--- src/rtl/ikaopm_dac_deserializer_pkg.sv ---
// Shared constants and types for the OPM serial DAC receiver.
package ikaopm_dac_deserializer_pkg;

    localparam int FRAME_BITS = 13;
    localparam int MANT_W     = 10;
    localparam int EXP_W      = 3;
    localparam int PCM_W      = 16;
    localparam int CNT_W      = 5;

    localparam logic [CNT_W-1:0] CNT_MAX = '1;

    // Layout of the 13 most recent bits: mantissa arrives first (LSB first),
    // so it ends up in the low bits of the shift register.
    typedef struct packed {
        logic [EXP_W-1:0]  exponent;
        logic [MANT_W-1:0] mantissa;
    } frame_word_t;

endpackage

--- src/rtl/ikaopm_fp2pcm.sv ---
// Floating-point (YM3012 style) to 16-bit signed linear PCM conversion.
// Mantissa is offset binary; exponent 0 means silence, 1..7 scale by 2^(exp-1).
module ikaopm_fp2pcm
    import ikaopm_dac_deserializer_pkg::*;
(
    input  logic [MANT_W-1:0] i_MANTISSA,
    input  logic [EXP_W-1:0]  i_EXPONENT,
    output logic [PCM_W-1:0]  o_PCM
);

    logic signed [MANT_W-1:0] mant_signed;
    logic signed [PCM_W-1:0]  mant_ext;

    // Offset binary to two's complement, sign-extend, then scale; a shift of
    // at most 6 on a 10-bit value always fits in 16 bits.
    always_comb begin
        mant_signed = {~i_MANTISSA[MANT_W-1], i_MANTISSA[MANT_W-2:0]};
        mant_ext    = {{(PCM_W-MANT_W){mant_signed[MANT_W-1]}}, mant_signed};
        if (i_EXPONENT == '0) begin
            o_PCM = '0;
        end else begin
            o_PCM = mant_ext << (i_EXPONENT - EXP_W'(1));
        end
    end

endmodule

--- src/rtl/ikaopm_dac_deserializer.sv ---
// Receive side of the OPM serial audio link: shifts in SO on bit-clock
// enables and closes a frame on each SH1/SH2 falling edge, producing a
// per-channel PCM word with a one-clock valid pulse.
module ikaopm_dac_deserializer
    import ikaopm_dac_deserializer_pkg::*;
#(
    parameter int MIN_BITS = 13
)
(
    input  logic             i_EMUCLK,
    input  logic             i_RST_n,
    input  logic             i_CEN_n,
    input  logic             i_SO,
    input  logic             i_SH1,
    input  logic             i_SH2,
    output logic [PCM_W-1:0] o_CH1,
    output logic [PCM_W-1:0] o_CH2,
    output logic             o_CH1_VALID,
    output logic             o_CH2_VALID,
    output logic             o_FRAME_ERR
);

    localparam logic [CNT_W-1:0] MIN_CNT = CNT_W'(MIN_BITS);

    logic [FRAME_BITS-1:0] sr_q, sr_d;
    logic [CNT_W-1:0]      cnt_q, cnt_d;
    logic                  sh1_q, sh1_d;
    logic                  sh2_q, sh2_d;
    logic                  synced_q, synced_d;
    logic [PCM_W-1:0]      ch1_q, ch1_d;
    logic [PCM_W-1:0]      ch2_q, ch2_d;
    logic                  ch1_valid_q, ch1_valid_d;
    logic                  ch2_valid_q, ch2_valid_d;
    logic                  frame_err_q, frame_err_d;

    logic                  cen;
    logic                  fall1;
    logic                  fall2;
    logic                  any_fall;
    logic                  long_enough;
    frame_word_t           word;
    logic [PCM_W-1:0]      pcm_word;

    assign cen         = ~i_CEN_n;
    assign fall1       = cen & sh1_q & ~i_SH1;
    assign fall2       = cen & sh2_q & ~i_SH2;
    assign any_fall    = fall1 | fall2;
    assign long_enough = (cnt_q >= MIN_CNT);

    // The closing word is the register content before this cycle's shift.
    assign word = frame_word_t'(sr_q);

    ikaopm_fp2pcm u_fp2pcm (
        .i_MANTISSA (word.mantissa),
        .i_EXPONENT (word.exponent),
        .o_PCM      (pcm_word)
    );

    // Next-state logic: shift, edge detect, bit count and frame close.
    always_comb begin
        sr_d        = sr_q;
        cnt_d       = cnt_q;
        sh1_d       = sh1_q;
        sh2_d       = sh2_q;
        synced_d    = synced_q;
        ch1_d       = ch1_q;
        ch2_d       = ch2_q;
        ch1_valid_d = 1'b0;
        ch2_valid_d = 1'b0;
        frame_err_d = 1'b0;

        if (cen) begin
            sr_d  = {i_SO, sr_q[FRAME_BITS-1:1]};
            sh1_d = i_SH1;
            sh2_d = i_SH2;

            if (any_fall) begin
                cnt_d = '0;
            end else if (cnt_q != CNT_MAX) begin
                cnt_d = cnt_q + CNT_W'(1);
            end

            // First edge after reset only establishes frame alignment.
            if (any_fall) begin
                if (!synced_q) begin
                    synced_d = 1'b1;
                end else if (long_enough) begin
                    if (fall1) begin
                        ch1_d       = pcm_word;
                        ch1_valid_d = 1'b1;
                    end
                    if (fall2) begin
                        ch2_d       = pcm_word;
                        ch2_valid_d = 1'b1;
                    end
                end else begin
                    frame_err_d = 1'b1;
                end
            end
        end
    end

    // State and output registers with synchronous active-low reset.
    always_ff @(posedge i_EMUCLK) begin
        if (!i_RST_n) begin
            sr_q        <= '0;
            cnt_q       <= '0;
            sh1_q       <= 1'b0;
            sh2_q       <= 1'b0;
            synced_q    <= 1'b0;
            ch1_q       <= '0;
            ch2_q       <= '0;
            ch1_valid_q <= 1'b0;
            ch2_valid_q <= 1'b0;
            frame_err_q <= 1'b0;
        end else begin
            sr_q        <= sr_d;
            cnt_q       <= cnt_d;
            sh1_q       <= sh1_d;
            sh2_q       <= sh2_d;
            synced_q    <= synced_d;
            ch1_q       <= ch1_d;
            ch2_q       <= ch2_d;
            ch1_valid_q <= ch1_valid_d;
            ch2_valid_q <= ch2_valid_d;
            frame_err_q <= frame_err_d;
        end
    end

    assign o_CH1       = ch1_q;
    assign o_CH2       = ch2_q;
    assign o_CH1_VALID = ch1_valid_q;
    assign o_CH2_VALID = ch2_valid_q;
    assign o_FRAME_ERR = frame_err_q;

endmodule

--- config.mk ---
export PLATFORM = sky130hd
export DESIGN_NAME = ikaopm_dac_deserializer
export DESIGN_NICKNAME = d
export VERILOG_FILES = /design/src/rtl/ikaopm_dac_deserializer_pkg.sv /design/src/rtl/ikaopm_fp2pcm.sv /design/src/rtl/ikaopm_dac_deserializer.sv
export SDC_FILE = /design/constraint.sdc
export NUM_CORES = 1
export LEC_CHECK = 0
export BUFFER_PORTS_ARGS = -buffer_cell sky130_fd_sc_hd__buf_4
export CORE_MARGIN = 8
export CORE_UTILIZATION = 50
export CTS_CLUSTER_DIAMETER = 100
export DETAILED_ROUTE_END_ITERATION = 10
export PLACE_DENSITY_LB_ADDON = 0.25
export SYNTH_ARGS = -nofsm -noshare
export SYNTH_HDL_FRONTEND = slang
export SYNTH_SLANG_ARGS = --single-unit
--- constraint.sdc ---
create_clock -name i_EMUCLK -period 3.7 [get_ports i_EMUCLK]
set_clock_uncertainty 0.2 [all_clocks]
set_input_delay 0.555 -clock i_EMUCLK [delete_from_list [all_inputs] [get_ports i_EMUCLK]]
set_output_delay 0.555 -clock i_EMUCLK [all_outputs]
set_load 0.005 [all_outputs]
# Word-level counts from Yosys, hierarchy flattened

Cells that the tools add are included.

Bitwise logic cells: 13
Eq/ne operators: 1
Muxes and demuxes: 6
$add $sub $neg: 2
Magnitude comparators: 1
Reduce and logical (&&, ||, !) cells: 8
Shift-type cells: 1

Operators with widths:

| cell                  | number |
|---|---|
| $mux W16              | 1 |
| $shl A16 B3 Y16       | 1 |
| $mux W5               | 2 |
| $reduce_and A5 Y1     | 2 |
| $not A1 Y1            | 8 |
| $add A5 B1 Y5 const B | 1 |
| $ge A5 B4 Y1 const B  | 1 |
| $ne A5 B5 Y1 const B  | 1 |
| $reduce_or A5 Y1      | 1 |
| $and A1 B1 Y1         | 4 |
| $reduce_and A2 Y1     | 2 |
| $reduce_or A4 Y1      | 1 |
| $logic_not A3 Y1      | 1 |
| $mux W1               | 3 |
| $sub A3 B1 Y3 const B | 1 |
| $reduce_bool A2 Y1    | 1 |
| $or A1 B1 Y1          | 1 |

Output and inout port bits: 35
Input bits: 6
Register bits after elaboration: 56

# Logic depth before layout (Yosys ltp)

Gate-level depths: netlist of run 1.

Depth after elaboration: 6
Gate-level depth with buffers: 9
Gate-level depth less buffers: 7

# Cells and area by module

A second synthesis of run 1 with hierarchy kept.

Cells, all modules: 268
Area, all modules: 2632.5 um^2

Modules (own cells, without submodules):

| module                  | seq. area each (um^2) | cells each | instances | area an instance (um^2) |
|---|---|---|---|---|
| ikaopm_dac_deserializer | 1121.1                | 212        | 1         | 2188.3 |
| ikaopm_fp2pcm           | 0.0                   | 56         | 1         | 444.2 |

# Worst setup path after synthesis of run 1

No wires, ideal clock.

Path kind: register to register
Start point: register sr_q[10]
End point: register ch1_q[8] (netlist: o_CH1[8])
Period minus slack after synthesis: 2320 ps
Data arrival time: 1998 ps
Setup time: 122 ps
Cell stages (with the launch flop): 8
Setup slack: 1380 ps
Cells stage by stage: dfxtp_1 inv_2 ha_1 buf_6 mux4_1 mux2_2 o2bb2a_4 a21oi_2

Word-level cells in the longest chain between the ends: 3
Elaborated cells on any way between the ends: 4
Classes of those cells: add/sub: 1; shift: 1; mux: 1; reduce/logical: 1

Ends and longest elaborated chain:

| element                  | RTL line                       | text |
|---|---|---|
| start: declaration       | ikaopm_dac_deserializer.sv:25  | `logic [FRAME_BITS-1:0] sr_q, sr_d;` |
| start signal: assignment | ikaopm_dac_deserializer.sv:117 | `sr_q <= sr_d;` |
| $sub A3 B1 Y3            | ikaopm_fp2pcm.sv:22            | `o_PCM = mant_ext << (i_EXPONENT - EXP_W'(1));` |
| $shl A16 B3 Y16          | ikaopm_fp2pcm.sv:22            |  |
| $mux W16 *               | ikaopm_fp2pcm.sv:19            | `if (i_EXPONENT == '0) begin` |
| end signal: assignment   | ikaopm_dac_deserializer.sv:122 | `ch1_q <= ch1_d;` |
| end: declaration         | ikaopm_dac_deserializer.sv:30  | `logic [PCM_W-1:0] ch1_q, ch1_d;` |

Every way passes the cells marked *; elsewhere a longest branch is shown, timed or not.
A chain may end at the register's enable or synchronous reset.

# Worst setup path in the final report of run 1

Start point: register sr_q[10]
End point: register ch2_q[7] (netlist: o_CH2[7])

Word-level cells in the longest chain between the ends: 3
Elaborated cells on any way between the ends: 4
Classes of those cells: add/sub: 1; shift: 1; mux: 1; reduce/logical: 1

Ends and longest elaborated chain:

| element                | RTL line                       | text |
|---|---|---|
| $sub A3 B1 Y3          | ikaopm_fp2pcm.sv:22            |  |
| $shl A16 B3 Y16        | ikaopm_fp2pcm.sv:22            |  |
| $mux W16 *             | ikaopm_fp2pcm.sv:19            |  |
| end signal: assignment | ikaopm_dac_deserializer.sv:123 | `ch2_q <= ch2_d;` |
| end: declaration       | ikaopm_dac_deserializer.sv:31  | `logic [PCM_W-1:0] ch2_q, ch2_d;` |

Marked as above.

==> run metrics, run 1 <==
vias in the first global route=2164; P_sw=0.000248 W; PD cells=332 nW/µm²; post-synthesis sequential area ratio=39.7%; maximum root-to-sink buffer count=2; setup bufs post-CTS=0; ratio of cells with drive above 1 in the final layout=21.8%; Die X=91.2 µm; DPL Wire Length=4430 µm; Placed Area=3150 µm²; row cnt=27; Post-synth EDFFs=0; period utilization=77.5%; CTS Sinks=56; Worst-Skew Late Latency=0.31 ns; Fillers=505; largest net degree at the start of global routing=34; Hold Path Class=in -> reg; total gr overflow=0; Initial Utilization=51.6%; via/cell ratio=5.70; Total Wirelength=6320 µm; Post-Route Setup TNS=0 ns; mean area per synthesized cell=9.39 µm²; Total GRT Usage=15.2%; full die area=8310 µm²; launch point of the worst path=sr_q[10]; GP Congestion=0.863; Crit. End Element=register; Syn-to-layout area delta=15.2%; register area=1120 µm²; Post-Place Cells=395; Diodes inserted=0; top-count cell post-synth=dfxtp_1; P_leak=1.26 nW; multi-input logic area=1580 µm²; NumNets Final=341; Synth Warn #=0; unrepaired setup endpoints after global routing=no; DRC errors left=0; share of the synthesized area in the top cell type=39.7%; switching share of power=22.9%; ANT nets after route=0; I/O Pins=41; top cells by count, synth=dfxtp_1, nor2_1, mux2i_1; CP Data Required Time=3.70 ns; peak supply drop=0.145 mV; initial antenna violation count=0; Comb pwr share=6.4%; Final setup viols=0; Yosys reg bits=56; Top FF cell, synth=dfxtp_1; Mapped Nets=312; Final Non-Filler Cells=403; Post-CTS Hold Buffers=0; Num CTS Buffers=5; first-pass iteration count of the detailed router=4; clock share of power=36.9%; H-Tree Depth=2; Internal Power=0.000834 W; TritonCTS clock tree=yes; I/O Buffers=40; worst-margin pin slew=0.880 ns; post-synth top area cell=dfxtp_1; wire per inst=15.7 µm; critical path type=reg -> reg; worst hold slack=0.274 ns; fin. max-slew vios=0; fmax=0.349 GHz; fin crit period=2.87 ns; CP arrival=2.87 ns; maxcap violations=0; top cells by area, synth=dfxtp_1, mux2i_1, nor2_1; final instance area=3260 µm²; hold path start=i_SO; sequential power share=56.7%; core box area=5470 µm²; Rel. slew slack=41.3%; post_cts resized=0; async set-reset flop share out of synthesis=0%; clk slew on worst S/H paths=0.10 ns; Final Hold Viols=0; Post-Synthesis Cells=301; critical path launch point type=register; largest fanout on the critical path=24; Vias=2299; synthesized cell area=2830 µm²; Synth cell types=48; Starting DRT DRC Count=163; Root Driver=clkbuf_8; FF-to-FF Start=sr_q[10]; outcome=finished, final reports clean; die height=91.2 µm; first-pass GRT wire length=10600 µm
flip-flops by register name (all words and copies together), names as in the netlist:
register,cells
o_CH1,16
o_CH2,16
sr_q,13
cnt_q,5
o_CH1_VALID,1
o_CH2_VALID,1
o_FRAME_ERR,1
sh1_q,1
sh2_q,1
synced_q,1
per-stage QoR:
stage	worst slack (ns)	util (%)	power (W)
4_1_cts	0.804	59.5	0.00109
3_3_place_gp	0.883	57.5	0.000695
6_report	0.832	59.5	0.00108
2_1_floorplan	1.38	-	0.000683
3_5_place_dp	0.832	57.5	0.000696
5_1_grt	0.645	59.5	0.00112
layout by cell type, fill, tap and decap left out, types with 3 or more instances in the layout:
master    instances
mux2i_1          28
a211oi_1         10
clkbuf_8          5
a21oi_1          14
nor2_1           36
nand4_1           3
nand2b_1         14
nand2_1          11
nor2b_1           5
nand3_1           6
mux4_1            3
mux4_2            3
mux2_2            5
a21oi_2           3
dfxtp_1          56
and2_1            5
ha_1              5
a31oi_1          11
inv_1             5
buf_4            44
o21ai_0          22
final cells by class:
cell class | count | area share (%)
Clock inverter | 3 | 1.31
Timing Repair Buffer | 44 | 10.1
Inverter | 7 | 0.807
Clock buffer | 5 | 2.11
Sequential cell | 56 | 34.4
Tap cell | 72 | 2.77
Multi-Input combinational cell | 216 | 48.4
final timing paths:
kind	end	slack, ns	cells past startpoint
worst max register to register	o_CH2[7]	0.83	6
worst max-delay path	o_CH2[7]	0.83	6
worst min register to register	o_FRAME_ERR	0.28	2
worst min-delay path	sr_q[12]	0.27	3
worst max-delay path, cell delays in order (launching register included):
cell and delay [ns]:
dfxtp_1 0.35, inv_2 0.11, ha_1 0.89, mux4_1 0.66
mux2_2 0.29, o2bb2a_4 0.21, a21oi_1 0.06
cell families (layout without fill, tap and decap cells):
| group | after synthesis | count (layout) | share of synthesized area, % |
|---|---|---|---|
| xor+xnor | 2 | 2 | 0.620 |
| flops | 56 | 56 | 39.7 |
| simple gates | 90 | 90 | 15.7 |
| fa+ha+maj | 5 | 5 | 2.21 |
| compound gates | 80 | 80 | 19.7 |
| buf+inv | 29 | 59 | 5.05 |
| mux | 39 | 39 | 17.1 |
power groups by stage:
stage               Combinational, W  Clock, W  Sequential, W
floorplan                  0.0000579         0       0.000625
global placement           0.0000675         0       0.000628
detailed placement         0.0000687         0       0.000628
CTS                        0.0000690  0.000410       0.000614
global route               0.0000755  0.000434       0.000615
finish                     0.0000688  0.000399       0.000614
layer usage:
metal	routed length (µm)	vias to the layer above	GRT usage, %
met2	2860	60	24.4
met3	365	11	4.44
li1	-	1152	-
met4	123	0	6.00
met1	2970	1076	18.6
met5	0	-	0
No activity file was read; power rests on OpenSTA's default activity.
==> run 2: changes to the inputs <==
==> constraint.sdc (replaced) <==
create_clock -name i_EMUCLK -period 2.96 [get_ports i_EMUCLK]
set_clock_uncertainty 0.2 [all_clocks]
set_input_delay 0.444 -clock i_EMUCLK [delete_from_list [all_inputs] [get_ports i_EMUCLK]]
set_output_delay 0.444 -clock i_EMUCLK [all_outputs]
set_load 0.005 [all_outputs]
==> run 2 against run 1 <==
  * Worst setup slack got worse by 0.44 ns
  * Sequential share of layout area fell by 0.092 points
  * Combinational power up 29%
  * Sequential power up 25%
  * Non-clock buffer count up 3
  * Largest cell class unchanged
==> run metrics, run 2 (synthesized netlist as in run 1, its figures left out) <==
Crit. End Element=register; FF-to-FF Start=sr_q[10]; Reg2Reg Setup Slack=0.39 ns; unrepaired setup endpoints after global routing=no; total power draw=0.00129 W; commonest non-fill, non-tap cells in the layout=dfxtp_1, buf_4, nor2_1, mux2i_1, o21ai_0; vias in the first global route=2197; Num CTS Buffers=5; CP max stage delay=0.52 ns; Root Driver=clkbuf_8; Final Hold Viols=0; maxcap violations=0; I/O Buffers=40; fin crit period=2.57 ns; CP Data Required Time=3.01 ns; Final setup viols=0; Initial Utilization=51.6%; critical path launch point type=register; full die area=8310 µm²; largest net degree at the start of global routing=34; via/cell ratio=5.72; fin. max-slew vios=0; maximum root-to-sink buffer count=2; clk slew on worst S/H paths=0.10 ns; ANT nets after route=0; setup bufs post-CTS=0; launch point of the worst path=sr_q[10]; Syn-to-layout area delta=15.5%; H-Tree Depth=2; PD cells=395 nW/µm²; total gr overflow=0; largest fanout on the critical path=15; first-pass iteration count of the detailed router=4; P_leak=1.26 nW; Top delay family on crit path=multiplexers; Vias=2323; CP Capture Point=o_CH1[8]; Rel. slew slack=52.0%; r2r endpoint=o_CH1[8]; Total GRT Usage=15.3%; critical path depth=7; CP max-delay cell=ha_1; GP Congestion=0.937; crit-path cells=inv_2 -> ha_1 -> buf_4 -> mux2i_1 -> mux4_2 -> o2bb2a_4 -> a21oi_2; Post-CTS Hold Buffers=0; wire per inst=15.8 µm; DPL Wire Length=4620 µm; CTS Sinks=56; Diodes inserted=0; row cnt=27; NumNets Final=344; Post-Route Setup TNS=0 ns; DRC errors left=0; die height=91.2 µm; most common cell after layout, fill and taps aside=dfxtp_1; ratio of cells with drive above 1 in the final layout=22.5%; first-pass GRT wire length=10700 µm; period utilization=86.7%; initial antenna violation count=0; critical path type=reg -> reg; Die X=91.2 µm; WP buf/inv=2; outcome=finished, final reports clean; CP arrival=2.62 ns; Starting DRT DRC Count=213; Worst-Skew Late Latency=0.31 ns; peak supply drop=0.245 mV; post_cts resized=0; Total Wirelength=6400 µm; TritonCTS clock tree=yes; FF-to-FF path depth=7; fmax=0.390 GHz; worst-margin pin slew=0.716 ns; Hold Path Class=in -> reg; core box area=5470 µm²; I/O Pins=41
==> run 2: cell count changes in the layout (fill, tap and decap cells not counted), sizes merged <==
cell | previous run | this run
clkbuf | 5 | 6
bufinv | 1 | 0
clkinv | 2 | 1
clkinvlp | 1 | 2
buf | 44 | 47
==> run 2: layout make-up <==
class / count / area, µm²
multi-input cells: 216 / 1580
flip-flops and latches: 56 / 1120
clock buffers: 6 / 82.6
clock inverters: 2 / 15.0
inverters: 7 / 26.3
repair buffers: 47 / 353
well taps: 72 / 90.1
fillers: 482 / 2210
==> run 2: how the worst min path moves through the flow <==
stage                     cells after the start      from     endpoint  slack (ns)
final                                         3      i_SO     sr_q[12]        0.18
after global routing                          3     i_SH1        sh1_q        0.17
after floorplan                               2  synced_q  o_FRAME_ERR        0.24
after global placement                        2  o_CH1[0]     o_CH1[0]        0.26
after CTS                                     3     i_SH1        sh1_q        0.17
after detailed placement                      2  o_CH2[2]     o_CH2[2]        0.26
==> run 2: through the flow <==
step           hold slack (ns)  cells  setup WS, ns  utilization [%]  instance area, µm²
6_report                 0.177    406         0.393             59.7                3270
5_1_grt                  0.173    406         0.263             59.7                3270
4_1_cts                  0.171    406         0.407             59.7                3270
3_5_place_dp             0.264    398         0.430             57.9                3170
3_3_place_gp             0.259    398         0.501             57.9                3170
2_1_floorplan            0.236    301         0.640                -                2830
==> run 2: where the power goes <==
group | leakage (nW) | switching, W | internal (W)
Combinational | 0.766 | 0.0000537 | 0.0000351
Sequential | 0.452 | 0.00000827 | 0.000759
Clock | 0.0434 | 0.000245 | 0.000190
==> run 2: metal layers <==
metal / share of wire (%) / GRT usage, %
met1: 47 / 19.4
met2: 46 / 23.9
met3: 5.2 / 4.20
met4: 1.7 / 6.41
met5: 0 / 0
==> run 2: tightest hold or removal path, cell delays in order <==
cell and delay [ns]:
buf_4 0.08, mux2i_1 0.05, nor2_1 0.07
==> run 3: changes to the inputs <==
--- a/config.mk
+++ b/config.mk
@@ -14,3 +14,4 @@
 export SYNTH_ARGS = -nofsm -noshare
 export SYNTH_HDL_FRONTEND = slang
 export SYNTH_SLANG_ARGS = --single-unit
+export TNS_END_PERCENT = 100
==> constraint.sdc (replaced) <==
create_clock -name i_EMUCLK -period 2.5 [get_ports i_EMUCLK]
set_clock_uncertainty 0.2 [all_clocks]
set_input_delay 0.375 -clock i_EMUCLK [delete_from_list [all_inputs] [get_ports i_EMUCLK]]
set_output_delay 0.375 -clock i_EMUCLK [all_outputs]
set_load 0.005 [all_outputs]
==> run 3 against run 2 <==
  * Worst hold slack got worse by 0.071 ns
  * Count of clock-buffer cells in the layout did not move
  * Via count rose by 2.1%
  * Highest routed layer unchanged
  * Register-to-register slack got worse by 0.17 ns
  * Power rose by 19%
  * Critical path type unchanged
  * Worst setup slack got worse by 0.17 ns
  * Critical path depth rose by 1
  * Flip-flop and latch count did not move
  * Clock power rose by 18%
  * Sequential share of layout area fell by 0.68 points
  * Sequential power rose by 18%
  * Maximum frequency rose by 13%
==> run metrics, run 3 (synthesized netlist as in run 1, its figures left out) <==
outcome=finished, final reports clean; sequential power share=59.3%; ratio of cells with drive above 1 in the final layout=23.6%; Post-Route Setup TNS=0 ns; CTS Sinks=56; period utilization=91.2%; hold path depth=3; Vias=2371; core box area=5470 µm²; Die X=91.2 µm; fin crit period=2.28 ns; crit-path cells=inv_1 -> ha_1 -> buf_6 -> mux2i_1 -> buf_4 -> a221oi_1 -> o21ai_0 -> a31oi_1; Crit. End Element=register; Layout Utilization=60.9%; initial antenna violation count=0; Final setup viols=0; row cnt=27; worst hold endpoint=sr_q[12]; r2r endpoint=o_CH1[9]; Reg2Reg Setup Slack=0.22 ns; setup bufs post-CTS=0; P_leak=1.29 nW; Final Hold Viols=0; Total Wirelength=6250 µm; most common cell after layout, fill and taps aside=dfxtp_1; Comb pwr share=7.0%; switching share of power=23.7%; wire per inst=15.2 µm; commonest non-fill, non-tap cells in the layout=dfxtp_1, buf_4, nor2_1, mux2i_1, o21ai_0; Hold Path Class=in -> reg; critical path type=reg -> reg; DRC errors left=0; unrepaired setup endpoints after global routing=no; Num CTS Buffers=5; WP buf/inv=3; final instance area=3330 µm²; FF-to-FF Start=sr_q[11]; worst-margin pin slew=0.535 ns; CP max-delay cell=ha_1; PnR worst setup slack=0.221 ns; Root Driver=clkbuf_8; CP Data Required Time=2.54 ns; I/O Buffers=40; total gr overflow=0; CP max stage delay=0.39 ns; busiest layer in global routing=met2; I/O Pins=41; die height=91.2 µm; ANT nets after route=0; met1 Resource Use GR=19.1%; GRT met3 Usage=4.12%; Initial Utilization=51.6%; FF-to-FF path depth=8; hold path start=i_SO; fin. max-slew vios=0; via/cell ratio=5.77; first-pass iteration count of the detailed router=4; PD cells=459 nW/µm²; H-Tree Depth=2; Internal Power=0.00117 W; NumNets Final=349; maxcap violations=0; clk slew on worst S/H paths=0.10 ns; Total GRT Usage=15.2%; P_sw=0.000363 W; CP arrival=2.32 ns; DPL Wire Length=4570 µm; peak supply drop=0.244 mV; fmax=0.439 GHz; largest net degree at the start of global routing=34; Rel. slew slack=64.3%; pre-CTS setup slack=0.215 ns; full die area=8310 µm²; first-pass GRT wire length=10700 µm; worst hold slack=0.106 ns; TritonCTS clock tree=yes; met2 Use GR=23.9%; Placed Area=3230 µm²; Starting DRT DRC Count=199; Diodes inserted=0; clock share of power=33.6%; largest fanout on the critical path=15; vias in the first global route=2255; critical path depth=8; Syn-to-layout area delta=17.9%; GP Congestion=0.872; Top delay family on crit path=compound AO/OA/AOI/OAI gates; critical path launch point type=register; maximum root-to-sink buffer count=2; Worst-Skew Late Latency=0.31 ns
==> run 3: cell count changes in the layout (fill, tap and decap cells not counted), sizes merged <==
cell  previous run  this run
buf             47        52
==> run 3: stage by stage <==
step,power [W],std cells
global route,0.00159,411
detailed placement,0.00104,403
finish,0.00153,411
floorplan,0.00101,301
CTS,0.00154,411
global placement,0.00103,403
==> run 3: power groups by stage <==
stage                     clock network, W  registers (W)  logic (W)
after floorplan                          0       0.000925  0.0000857
after global placement                   0       0.000929   0.000106
after detailed placement                 0       0.000929   0.000107
after CTS                         0.000528       0.000908   0.000107
after global routing              0.000559       0.000910   0.000118
final                             0.000515       0.000908   0.000108
==> run 3: final cells by class <==
| type | count | area, µm² |
|---|---|---|
| fill | 472 | 2140 |
| multi-input combinational | 216 | 1580 |
| sequential | 56 | 1120 |
| timing repair buffer | 52 | 419 |
| tap | 72 | 90.1 |
| clock buffer | 6 | 82.6 |
| inverter | 7 | 26.3 |
| clock inverter | 2 | 15.0 |
==> run 3: worst register-to-register path, stage by stage (launching register included) <==
cell      delay (ns)
dfxtp_1         0.36
inv_1           0.07
ha_1            0.39
buf_6           0.21
mux2i_1         0.11
buf_4           0.17
a221oi_1        0.31
o21ai_0         0.20
a31oi_1         0.20
==> run 3: worst max path at each step <==
| stage | from | end |
|---|---|---|
| detailed placement | sr_q[11] | o_CH2[7] |
| global route | sr_q[11] | o_CH1[9] |
| finish | sr_q[11] | o_CH1[9] |
| CTS | sr_q[11] | o_CH2[7] |
| global placement | sr_q[11] | o_CH1[8] |
| floorplan | sr_q[10] | o_CH1[8] |
==> run 3: per-layer routing <==
| metal | part of all wire [%] | vias to the layer above |
|---|---|---|
| met5 | 0 | - |
| met4 | 1.5 | 0 |
| met3 | 5.1 | 10 |
| met2 | 47 | 49 |
| met1 | 47 | 1140 |
| li1 | - | 1172 |
==> run 3: repair_timing <==
action	CTS	global route
hold buffers	0	0
gates resized for setup	0	1
setup endpoints to repair	0	1
